File: config.mk
export PLATFORM = sky130hd
export DESIGN_NAME = clk_div_multi_flat
export DESIGN_NICKNAME = d
export VERILOG_FILES = /design/src/rtl/clk_div_multi_if.sv /design/src/rtl/clk_div_multi.sv /design/src/flat_wrapper.sv
export SDC_FILE = /design/constraint.sdc
export NUM_CORES = 1
export LEC_CHECK = 0
export ABC_AREA = 1
export CAP_MARGIN = 20
export CORE_MARGIN = 4
export CORE_UTILIZATION = 50
export DETAILED_ROUTE_END_ITERATION = 12
export PLACE_DENSITY = 0.78
export SLEW_MARGIN = 25
export SYNTH_ARGS = -nofsm -noshare
export SYNTH_HDL_FRONTEND = slang
export SYNTH_SLANG_ARGS = --single-unit
export TNS_END_PERCENT = 50
File: constraint.sdc
create_clock -name clk_in -period 4.1 [get_ports clk_in]
set_input_delay 0.615 -clock clk_in [delete_from_list [all_inputs] [get_ports clk_in]]
set_output_delay 0.615 -clock clk_in [all_outputs]
set_load 0.05 [all_outputs]
File: src/rtl/clk_div_multi_if.sv
`default_nettype none
// +--------------------------------------------------------------------------+
// | clk_div_multi_if : per-channel enables, divisor write port and outputs   |
// | of the multi-channel clock/tick divider. sync_in exists only when        |
// | CLKDIV_SYNC_EN is defined.                                                |
// | Revision: 1.0                                                             |
// +--------------------------------------------------------------------------+
interface clk_div_multi_if #(
   parameter int NCH   = 4,
   parameter int CNT_W = 25
);
   localparam int CH_W = (NCH > 1) ? $clog2(NCH) : 1;

   logic [NCH-1:0]   en;
   logic             cfg_we;
   logic [CH_W-1:0]  cfg_ch;
   logic [CNT_W-1:0] cfg_div;
   logic [NCH-1:0]   cfg_pend;
   logic [NCH-1:0]   clk_out;
   logic [NCH-1:0]   tick;

`ifdef CLKDIV_SYNC_EN
   logic             sync_in;

   modport master (output en, cfg_we, cfg_ch, cfg_div, sync_in,
                   input  cfg_pend, clk_out, tick);
   modport slave  (input  en, cfg_we, cfg_ch, cfg_div, sync_in,
                   output cfg_pend, clk_out, tick);
`else
   modport master (output en, cfg_we, cfg_ch, cfg_div,
                   input  cfg_pend, clk_out, tick);
   modport slave  (input  en, cfg_we, cfg_ch, cfg_div,
                   output cfg_pend, clk_out, tick);
`endif
endinterface
`default_nettype wire

File: src/rtl/clk_div_multi.sv
`default_nettype none
// +--------------------------------------------------------------------------+
// | clk_div_multi : NCH independent 50%-duty clock/tick generators with      |
// | shadowed half-period divisors applied only on full-period boundaries.    |
// | Optional feature macro: CLKDIV_SYNC_EN (adds sync_in phase alignment).   |
// | Revision: 1.0                                                             |
// +--------------------------------------------------------------------------+
module clk_div_multi #(
   parameter int NCH     = 4,
   parameter int CNT_W   = 25,
   parameter int DIV_RST = 25_000_000
) (
   input  wire logic      clk_in,
   input  wire logic      rst_n,
   clk_div_multi_if.slave bus
);
   localparam int               CH_W      = (NCH > 1) ? $clog2(NCH) : 1;
   localparam logic [CH_W:0]    NCH_V     = (CH_W+1)'(NCH);
   localparam logic [CNT_W-1:0] DIV_RST_V = CNT_W'(DIV_RST);
   localparam logic [CNT_W-1:0] ONE_V     = CNT_W'(1);

   logic           sync;
   logic           wr_ok;
   logic [NCH-1:0] clk_v;
   logic [NCH-1:0] tick_v;
   logic [NCH-1:0] pend_v;

`ifdef CLKDIV_SYNC_EN
   assign sync = bus.sync_in;
`else
   assign sync = 1'b0;
`endif

   // Writes to a non-existent channel are dropped before the per-channel decode.
   assign wr_ok = bus.cfg_we && ({1'b0, bus.cfg_ch} < NCH_V);

   for (genvar i = 0; i < NCH; i++) begin : g_ch
      logic [CNT_W-1:0] cnt_q, cnt_d;
      logic [CNT_W-1:0] act_q, act_d;
      logic [CNT_W-1:0] shd_q, shd_d;
      logic             clk_q, clk_d;
      logic             tick_q, tick_d;
      logic             pend_q, pend_d;
      logic             wr;
      logic             term;
      logic [CNT_W-1:0] de;

      assign wr   = wr_ok && (bus.cfg_ch == CH_W'(i));
      assign de   = (act_q == '0) ? ONE_V : act_q;
      assign term = (cnt_q == (de - ONE_V));

      always_comb begin
         cnt_d  = cnt_q;
         clk_d  = clk_q;
         tick_d = 1'b0;
         act_d  = act_q;
         shd_d  = shd_q;
         pend_d = pend_q;
         if (sync || !bus.en[i]) begin
            cnt_d = '0;
            clk_d = 1'b0;
            if (pend_q) begin
               act_d  = shd_q;
               pend_d = 1'b0;
            end
         end else if (term) begin
            cnt_d  = '0;
            clk_d  = ~clk_q;
            tick_d = ~clk_q;
            // Only the falling toggle closes a full period; swap divisors there.
            if (clk_q && pend_q) begin
               act_d  = shd_q;
               pend_d = 1'b0;
            end
         end else begin
            cnt_d = cnt_q + ONE_V;
         end
         // A same-cycle write lands after any apply, so it stays pending.
         if (wr) begin
            shd_d  = bus.cfg_div;
            pend_d = 1'b1;
         end
      end

      always_ff @(posedge clk_in or negedge rst_n) begin
         if (!rst_n) begin
            cnt_q  <= '0;
            act_q  <= DIV_RST_V;
            shd_q  <= '0;
            clk_q  <= 1'b0;
            tick_q <= 1'b0;
            pend_q <= 1'b0;
         end else begin
            cnt_q  <= cnt_d;
            act_q  <= act_d;
            shd_q  <= shd_d;
            clk_q  <= clk_d;
            tick_q <= tick_d;
            pend_q <= pend_d;
         end
      end

      assign clk_v[i]  = clk_q;
      assign tick_v[i] = tick_q;
      assign pend_v[i] = pend_q;
   end

   assign bus.clk_out  = clk_v;
   assign bus.tick     = tick_v;
   assign bus.cfg_pend = pend_v;
endmodule
`default_nettype wire

File: src/flat_wrapper.sv
// flat-port wrapper written by rule: the top's interface ports become plain ports
module clk_div_multi_flat 
#(
   parameter int NCH     = 4,
   parameter int CNT_W   = 25,
   parameter int DIV_RST = 25_000_000
)
  (clk_in, rst_n, bus_en, bus_cfg_we, bus_cfg_ch, bus_cfg_div, bus_cfg_pend, bus_clk_out, bus_tick);
  clk_div_multi_if #(.NCH(NCH), .CNT_W(CNT_W)) bus_i ();
  input  wire logic clk_in;
  input  wire logic rst_n;
  input wire logic [$bits(bus_i.en)-1:0] bus_en;
  input wire logic [$bits(bus_i.cfg_we)-1:0] bus_cfg_we;
  input wire logic [$bits(bus_i.cfg_ch)-1:0] bus_cfg_ch;
  input wire logic [$bits(bus_i.cfg_div)-1:0] bus_cfg_div;
  output wire logic [$bits(bus_i.cfg_pend)-1:0] bus_cfg_pend;
  output wire logic [$bits(bus_i.clk_out)-1:0] bus_clk_out;
  output wire logic [$bits(bus_i.tick)-1:0] bus_tick;
  assign bus_i.en = bus_en;
  assign bus_i.cfg_we = bus_cfg_we;
  assign bus_i.cfg_ch = bus_cfg_ch;
  assign bus_i.cfg_div = bus_cfg_div;
  assign bus_cfg_pend = bus_i.cfg_pend;
  assign bus_clk_out = bus_i.clk_out;
  assign bus_tick = bus_i.tick;
  clk_div_multi #(.NCH(NCH), .CNT_W(CNT_W), .DIV_RST(DIV_RST)) u_core (.clk_in(clk_in), .rst_n(rst_n), .bus(bus_i));
endmodule
==> results of run 1 <==
[power breakdown]
part           internal, W  total (W)  switching, W  leakage, nW
Combinational      0.00119    0.00338       0.00218         5.44
Sequential         0.00353    0.00395      0.000423         3.98
Clock              0.00186    0.00318       0.00132        0.563
Total              0.00658     0.0105       0.00393         9.98
[registers in the layout, summed over array words and instances, names as in the netlist]
signal / flops
u_core.g_ch.act_q: 100
u_core.g_ch.cnt_q: 100
u_core.g_ch.shd_q: 100
u_core.g_ch.clk_q: 4
u_core.g_ch.pend_q: 4
u_core.g_ch.tick_q: 4
[final timing paths]
path | endpoint | cells past startpoint | startpoint
worst max-delay path | u_core.g_ch[0].act_q[23]$_DFFE_PN0P_ | 23 | u_core.g_ch[0].act_q[12]$_DFFE_PN1P_
worst max register to register | u_core.g_ch[0].act_q[23]$_DFFE_PN0P_ | 23 | u_core.g_ch[0].act_q[12]$_DFFE_PN1P_
worst min-delay path | u_core.g_ch[3].tick_q$_DFF_PN0_ | 1 | rst_n
worst min register to register | u_core.g_ch[1].act_q[10]$_DFFE_PN0P_ | 2 | u_core.g_ch[1].shd_q[10]$_DFFE_PN0P_
min in group clk_in | u_core.g_ch[1].act_q[10]$_DFFE_PN0P_ | 2 | u_core.g_ch[1].shd_q[10]$_DFFE_PN0P_
max in group asynchronous | u_core.g_ch[1].cnt_q[3]$_DFF_PN0_ | 2 | rst_n
[cell usage after synthesis (all sizes together)]
cell       n
clkbuf    33
xnor2     48
o21ai    135
o2111ai    1
nand3    328
nand4     50
and2       4
a21boi     3
buf       49
inv      285
o211ai     1
o31ai      2
o22ai      1
nand2    630
nand3b    11
o21bai     4
or3b       1
and3       2
nor4      13
dfstp     48
dfrtp    264
or2       18
ha         8
xnor3      4
nor3      50
a31oi      3
xor2     116
nor2     348
a21oi     15
[routing by layer]
| metal | routed length [µm] | track usage | vias up |
|---|---|---|---|
| li1 | - | - | 7921 |
| met1 | 22600 | 0.357 | 7640 |
| met2 | 22700 | 0.406 | 432 |
| met3 | 2650 | 0.0391 | 106 |
| met4 | 1610 | 0.0904 | 2 |
| met5 | 13 | 0 | - |
[worst reg2reg max path: stages (launching register included)]
cell and delay [ns]:
dfstp_2 0.57, nor2_1 0.09, nand2_1 0.13, nor2_1 0.06
nand2_1 0.10, nor2_1 0.07, nor2_2 0.21, ha_1 0.24
nand2_1 0.07, nor2_2 0.15, nand2_1 0.12, nor2_1 0.24
nand2_1 0.10, xor2_1 0.19, or2_1 0.15, nand2_1 0.05
inv_1 0.06, nand3_1 0.08, nor2_2 0.20, nand3_2 0.17
nand2_2 0.12, buf_12 0.22, nand3_1 0.15, nand2_1 0.10
[cell families after synthesis]
kind of cell,Yosys count,synth area share
XOR/XNOR,168,0.0837
adder cells (fa/ha/maj),8,0.00549
AO/OA/AOI/OAI,165,0.0478
flip-flops,312,0.431
AND/OR/NAND/NOR,1455,0.348
buffers and inverters,367,0.0840
[repair_timing]
action,CTS,global route
endpoints found under the setup margin,0,21
gates resized for setup,0,2
hold buffers,0,0
[metrics by stage]
stage / setup WS, ns / instance area, µm² / std cells
3_3_place_gp: 0.532 / 19000 / 2921
5_1_grt: 0.0246 / 20200 / 2983
4_1_cts: 0.355 / 20200 / 2983
3_5_place_dp: 0.377 / 19000 / 2921
6_report: 0.390 / 20200 / 2983
2_1_floorplan: 1.11 / 18200 / 2475
[cell type report]
type / count / area share
clock buffer: 46 / 0.0495
clock inverter: 16 / 0.00774
inverter: 285 / 0.0529
multi-input combinational: 1796 / 0.440
sequential: 312 / 0.389
tap: 461 / 0.0285
timing repair buffer: 67 / 0.0326
==> flow_summary_export.csv, run 1 <==
group,metric,value,unit
status,status,"finished clean",
cts,cts.clk_slew.worst_paths,0.06,ns
cts,cts_tree,"built",
setup_path,r2r_slack,0.39,ns
floorplan,core_area,35700,µm²
timing,rsz0062_at_grt,"no",
setup_path,cp_cell_sequence,"nor2_1 > nand2_1 > nor2_1 > nand2_1 > nor2_1 > nor2_2 > ha_1 > nand2_1 > nor2_2 > nand2_1 > nor2_1 > nand2_1 > xor2_1 > or2_1 > nand2_1 > inv_1 > nand3_1 > nor2_2 > nand3_2 > nand2_2 > buf_12 > nand3_1 > nand2_1",
routing,viasPerCell,5.40,
routing,wirelength,49.6,mm
setup_path,max_stage_delay,0.57,ns
global_route,grt_overflow_total,0,
timing,fin_crit,3.71,ns
timing,finalCritPeriodShare,0.905,
floorplan,io-pin-count,46,
cts,cts_root_buffer,"clkbuf_16",
setup_path,crit_top_cell,"nand2_1",
floorplan,rows,69,
cts,cts-buffers-inserted,36,
floorplan,die_h,199,µm
routing,vias,16101,
setup_path,worst-path-buf-inv,2,
placed_design,hpwlAfterDp,36.7,mm
timing,fin_hold_ws,0.0500,ns
cells_and_area,multi_input_area,8890,µm²
global_route,antenna_found_initial,3,
synthesis,syn_inst,2475,
routing,wl_per_cell,16.6,µm
global_route,grt_usage,0.255,
setup_path,cp.required,4.57,ns
min_path,hold_class,"primary input to asynchronous set/reset pin",
synthesis,syn_area_per_cell,7.37,µm²
timing,drv_slew,0,
cts,htree_num_levels,2,
timing,worst_pin_slew,0.892,ns
cells_and_area,fillCellCount,3383,
cells_and_area,layout.nets,2540,
cells_and_area,drive_gt1_frac,0.0741,
setup_path,cp_max_fo,49,
setup_path,cpMaxStageDelayCell,"dfstp_2",
global_route,grt_pass1_wl,82.1,mm
synthesis,ys_ff_latch,312,
global_route,grt_pass1_vias,15783,
cts,cts_sinks,312,
timing,slew_headroom,0.405,
timing,finalHoldViolCount,0,
pwr,power,0.0105,W
cells_and_area,final_cell_mix,"625 x nand2_1, 329 x nor2_1, 320 x nand3_1",
setup_path,crit_family,"simple AND/OR/NAND/NOR gates",
timing,finalSetupViolCount,0,
setup_path,critPathArrivalTime,4.18,ns
synthesis,syn-num-nets,2517,
cells_and_area,n_antenna_cell,0,
synthesis,synth_top_cell_area_share,0.362,
run,drv_cap,0,
timing,setup_tns,0,ns
setup_path,path_class,"flop to flop",
routing,antenna_left,0,
pwr,vdd_drop_max,303,µV
cts,clockBufferDepth,3,
cts,post-cts-setup-buffer-count,0,
setup_path,critPathLaunchType,"flop",
cells_and_area,final_util,0.566,
synthesis,yosys.area.top_type,"dfrtp_1",
timing,clock-skew-final,0.0163,ns
synthesis,synthTopCellsByArea,"dfrtp_1 36%, nand2_1 13%, nand3_1 8.8%, dfstp_2 6.9%, nor2_1 6.8%",
synthesis,seq_area_frac_synth,0.431,
synthesis,synth-warning-count,0,
placed_design,port_buffers,45,
cts,clk_latency,0.54,ns
cells_and_area,layout_commonest_cell,"nand2_1",
global_route,grt_max_degree,94,
timing,max_freq,0.270,GHz
floorplan,start_util,0.510,
cells_and_area,seq_area,7870,µm²
pwr,power.density,520,nW/µm²
routing,drt_iter0_markers,1173,
floorplan,die-width,199,µm
placed_design,gp_congestion,0.991,
routing,drcViolationCount,0,
setup_path,cp-end-kind,"flop",
floorplan,die_area,39600,µm²
routing,drtPass1Iterations,7,
synthesis,synth.distinct_cells,44,
synthesis,synth_area,18200,µm²
cells_and_area,areaGrowthSynthToFinish,10.9,%
pwr,p_leak,9.98,nW
Note: power is estimated with default switching activity, not from simulation.
==> run 2, diff against run 1 <==
- ABC_AREA: 1 -> not set
==> flow_summary_export.csv, run 2 <==
group,metric,value,unit
status,status,"finished clean",
placed_design,gp_congestion,0.944,
pwr,p_sw,0.00329,W
synthesis,synth-warning-count,0,
setup_path,critPathArrivalTime,4.38,ns
global_route,grt_pass1_vias,13970,
synthesis,yosys.area.top_type,"dfrtp_1",
setup_path,max_stage_delay,0.58,ns
routing,wirelength,45.5,mm
cells_and_area,areaGrowthSynthToFinish,15.6,%
cells_and_area,layout_commonest_cell,"dfrtp_1",
synthesis,seq_area_frac_synth,0.437,
cts,cts_tree,"built",
routing,drtPass1Iterations,7,
timing,finalHoldViolCount,0,
pwr,switching_share,0.319,
global_route,grt_pass1_wl,73.2,mm
placed_design,dpl-instance-area,19400,µm²
synthesis,synth.distinct_cells,81,
routing,viasPerCell,6.07,
routing,drcViolationCount,0,
setup_path,cp-end-kind,"flop",
cts,clk_latency,0.53,ns
global_route,grt_overflow_total,0,
setup_path,cp_max_fo,25,
global_route,grt_max_degree,101,
synthesis,syn-num-nets,1863,
setup_path,worst_r2r_path_depth,13,
routing,vias,14373,
floorplan,core_area,35600,µm²
setup_path,cpMaxStageDelayCell,"dfstp_2",
routing,drt_iter0_markers,1076,
floorplan,die-width,198,µm
timing,slew_headroom,0.481,
floorplan,die_h,198,µm
timing,max_freq,0.250,GHz
synthesis,syn_area_per_cell,9.88,µm²
setup_path,timing.rr.end,"u_core.g_ch[3].act_q[2]$_DFFE_PN0P_",
setup_path,r2r_slack,0.11,ns
placed_design,port_buffers,45,
cts,clockBufferDepth,3,
setup_path,cp.required,4.49,ns
timing,drv_slew,0,
pwr,p_leak,8.28,nW
synthesis,ys_ff_latch,312,
cells_and_area,largest_registers,"u_core.g_ch.act_q x100, u_core.g_ch.cnt_q x100, u_core.g_ch.shd_q x100",
timing,worst_pin_slew,0.779,ns
cts,cts-buffers-inserted,35,
floorplan,io-pin-count,46,
cells_and_area,drive_gt1_frac,0.222,
pwr,intPower,0.00701,W
floorplan,die_area,39100,µm²
synthesis,syn_inst,1821,
routing,antenna_left,0,
cts,cts.clk_slew.worst_paths,0.06,ns
placed_design,hpwlAfterDp,32.0,mm
floorplan,rows,69,
routing,wl_per_cell,19.2,µm
global_route,antenna_found_initial,0,
pwr,vdd_drop_max,294,µV
min_path,hold_class,"primary input to asynchronous set/reset pin",
cells_and_area,n_antenna_cell,0,
synthesis,synth_ff_type,"dfrtp_1",
setup_path,cp_cell_sequence,"inv_1 > and3_1 > a31oi_2 > ha_1 > or3b_2 > a2111oi_1 > o21a_1 > o22ai_1 > nor4_1 > nand4b_1 > or2_1 > buf_12 > a311o_1",
timing,rsz0062_at_grt,"yes",
global_route,grt_usage,0.226,
pwr,p_seq_frac,0.413,
pwr,power.density,495,nW/µm²
timing,setup_tns,0,ns
synthesis,synth_area,18000,µm²
setup_path,critPathLaunchType,"flop",
timing,finalCritPeriodShare,0.974,
synthesis,synthTopCellsByArea,"dfrtp_1 37%, mux2_2 9.8%, dfstp_2 7.0%, xnor2_1 5.4%, xor2_1 4.1%",
cells_and_area,final_cell_area,20800,µm²
setup_path,cp-startpoint,"u_core.g_ch[3].act_q[24]$_DFFE_PN1P_",
cts,holdBufCountCts,0,
synthesis,synth_top_cell_area_share,0.367,
timing,finalSetupViolCount,0,
floorplan,start_util,0.506,
setup_path,r2r_start,"u_core.g_ch[3].act_q[24]$_DFFE_PN1P_",
synthesis,yosys-top-cells-count,"264 x dfrtp_1, 186 x nor2_1, 157 x mux2_2",
cts,cts_sinks,312,
synthesis,async_reset_ff_frac,1.00,
run,drv_cap,0,
cts,htree_num_levels,2,
pwr,clkPwrFrac,0.323,
synthesis,synth-edff-count,0,
pwr,power_frac_comb,0.264,
cells_and_area,layout.nets,1924,
setup_path,path_class,"flop to flop",
timing,fin_crit,3.99,ns
cts,cts_root_buffer,"clkbuf_16",
synthesis,synth.most_common_cell,"dfrtp_1",
cells_and_area,final_cell_mix,"264 x dfrtp_1, 185 x nor2_1, 157 x mux2_2",
timing,clock-skew-final,0.0173,ns
## run 2: cell type report
class                      count  area [µm²]
multi-input combinational   1334        9660
clock buffer                  42         965
fill                        2985       14800
inverter                      55         206
sequential                   312        7870
tap                          461         577
timing repair buffer         144        1270
clock inverter                20         262
## run 2: per-stage QoR
stage	setup WS, ns	hold WS (ns)	total power, W	utilization	instances
global placement	0.0105	0.467	0.00674	0.544	2301
finish	0.106	0.0867	0.0103	0.585	2368
detailed placement	-0.0774	0.474	0.00685	0.544	2301
floorplan	-0.0209	0.319	0.00593	-	1821
global route	-0.102	0.154	0.0108	0.585	2368
CTS	-0.0159	0.129	0.0102	0.580	2364
## run 2: logic make-up after synthesis
group / Yosys count / synth area share
simple gates: 720 / 0.206
flops: 312 / 0.437
compound gates: 223 / 0.0981
xor+xnor: 196 / 0.0962
mux: 185 / 0.115
buf+inv: 177 / 0.0412
fa+ha+maj: 8 / 0.00556
## run 2: critical path: cells and delay by family, from the launching register on
kind / cells / cell delay (ns)
adders and majority gates: 1 / 0.24
DFF: 1 / 0.58
and+or+nand+nor: 5 / 1.41
AOI/OAI and AO/OA: 5 / 1.36
buffers and inverters: 2 / 0.26
## run 2: routing by layer
| layer | GRT usage | wire length (µm) | up-vias |
|---|---|---|---|
| met5 | 0 | 0 | - |
| met4 | 0.0689 | 1370 | 0 |
| met3 | 0.0336 | 2130 | 81 |
| met2 | 0.370 | 21700 | 415 |
| met1 | 0.315 | 20300 | 7183 |
| li1 | - | - | 6694 |
## run 2: worst max path at each step
stage | to | slack [ns] | cells after the start
detailed placement | u_core.g_ch[0].cnt_q[1]$_DFF_PN0_ | -0.08 | 12
global route | u_core.g_ch[3].act_q[17]$_DFFE_PN0P_ | -0.10 | 12
finish | u_core.g_ch[3].act_q[2]$_DFFE_PN0P_ | 0.11 | 13
global placement | u_core.g_ch[2].act_q[2]$_DFFE_PN0P_ | 0.01 | 13
floorplan | u_core.g_ch[0].act_q[10]$_DFFE_PN0P_ | -0.02 | 15
CTS | u_core.g_ch[1].act_q[7]$_DFFE_PN0P_ | -0.02 | 13
## run 2: power by group through the flow
stage / Sequential, W / Clock [W] / Combinational (W)
after floorplan: 0.00408 / 0 / 0.00185
after global placement: 0.00422 / 0 / 0.00251
after detailed placement: 0.00426 / 0 / 0.00259
after CTS: 0.00422 / 0.00339 / 0.00263
after global routing: 0.00433 / 0.00351 / 0.00297
final: 0.00426 / 0.00333 / 0.00272
## run 2: timing repair
item | in CTS | in global routing
resized for setup | 4 | 29
hold endpoints to repair | 0 | 0
pin swaps | 1 | 7
setup buffers | 1 | 2
setup endpoints to repair | 30 | 128
cloned | 0 | 2
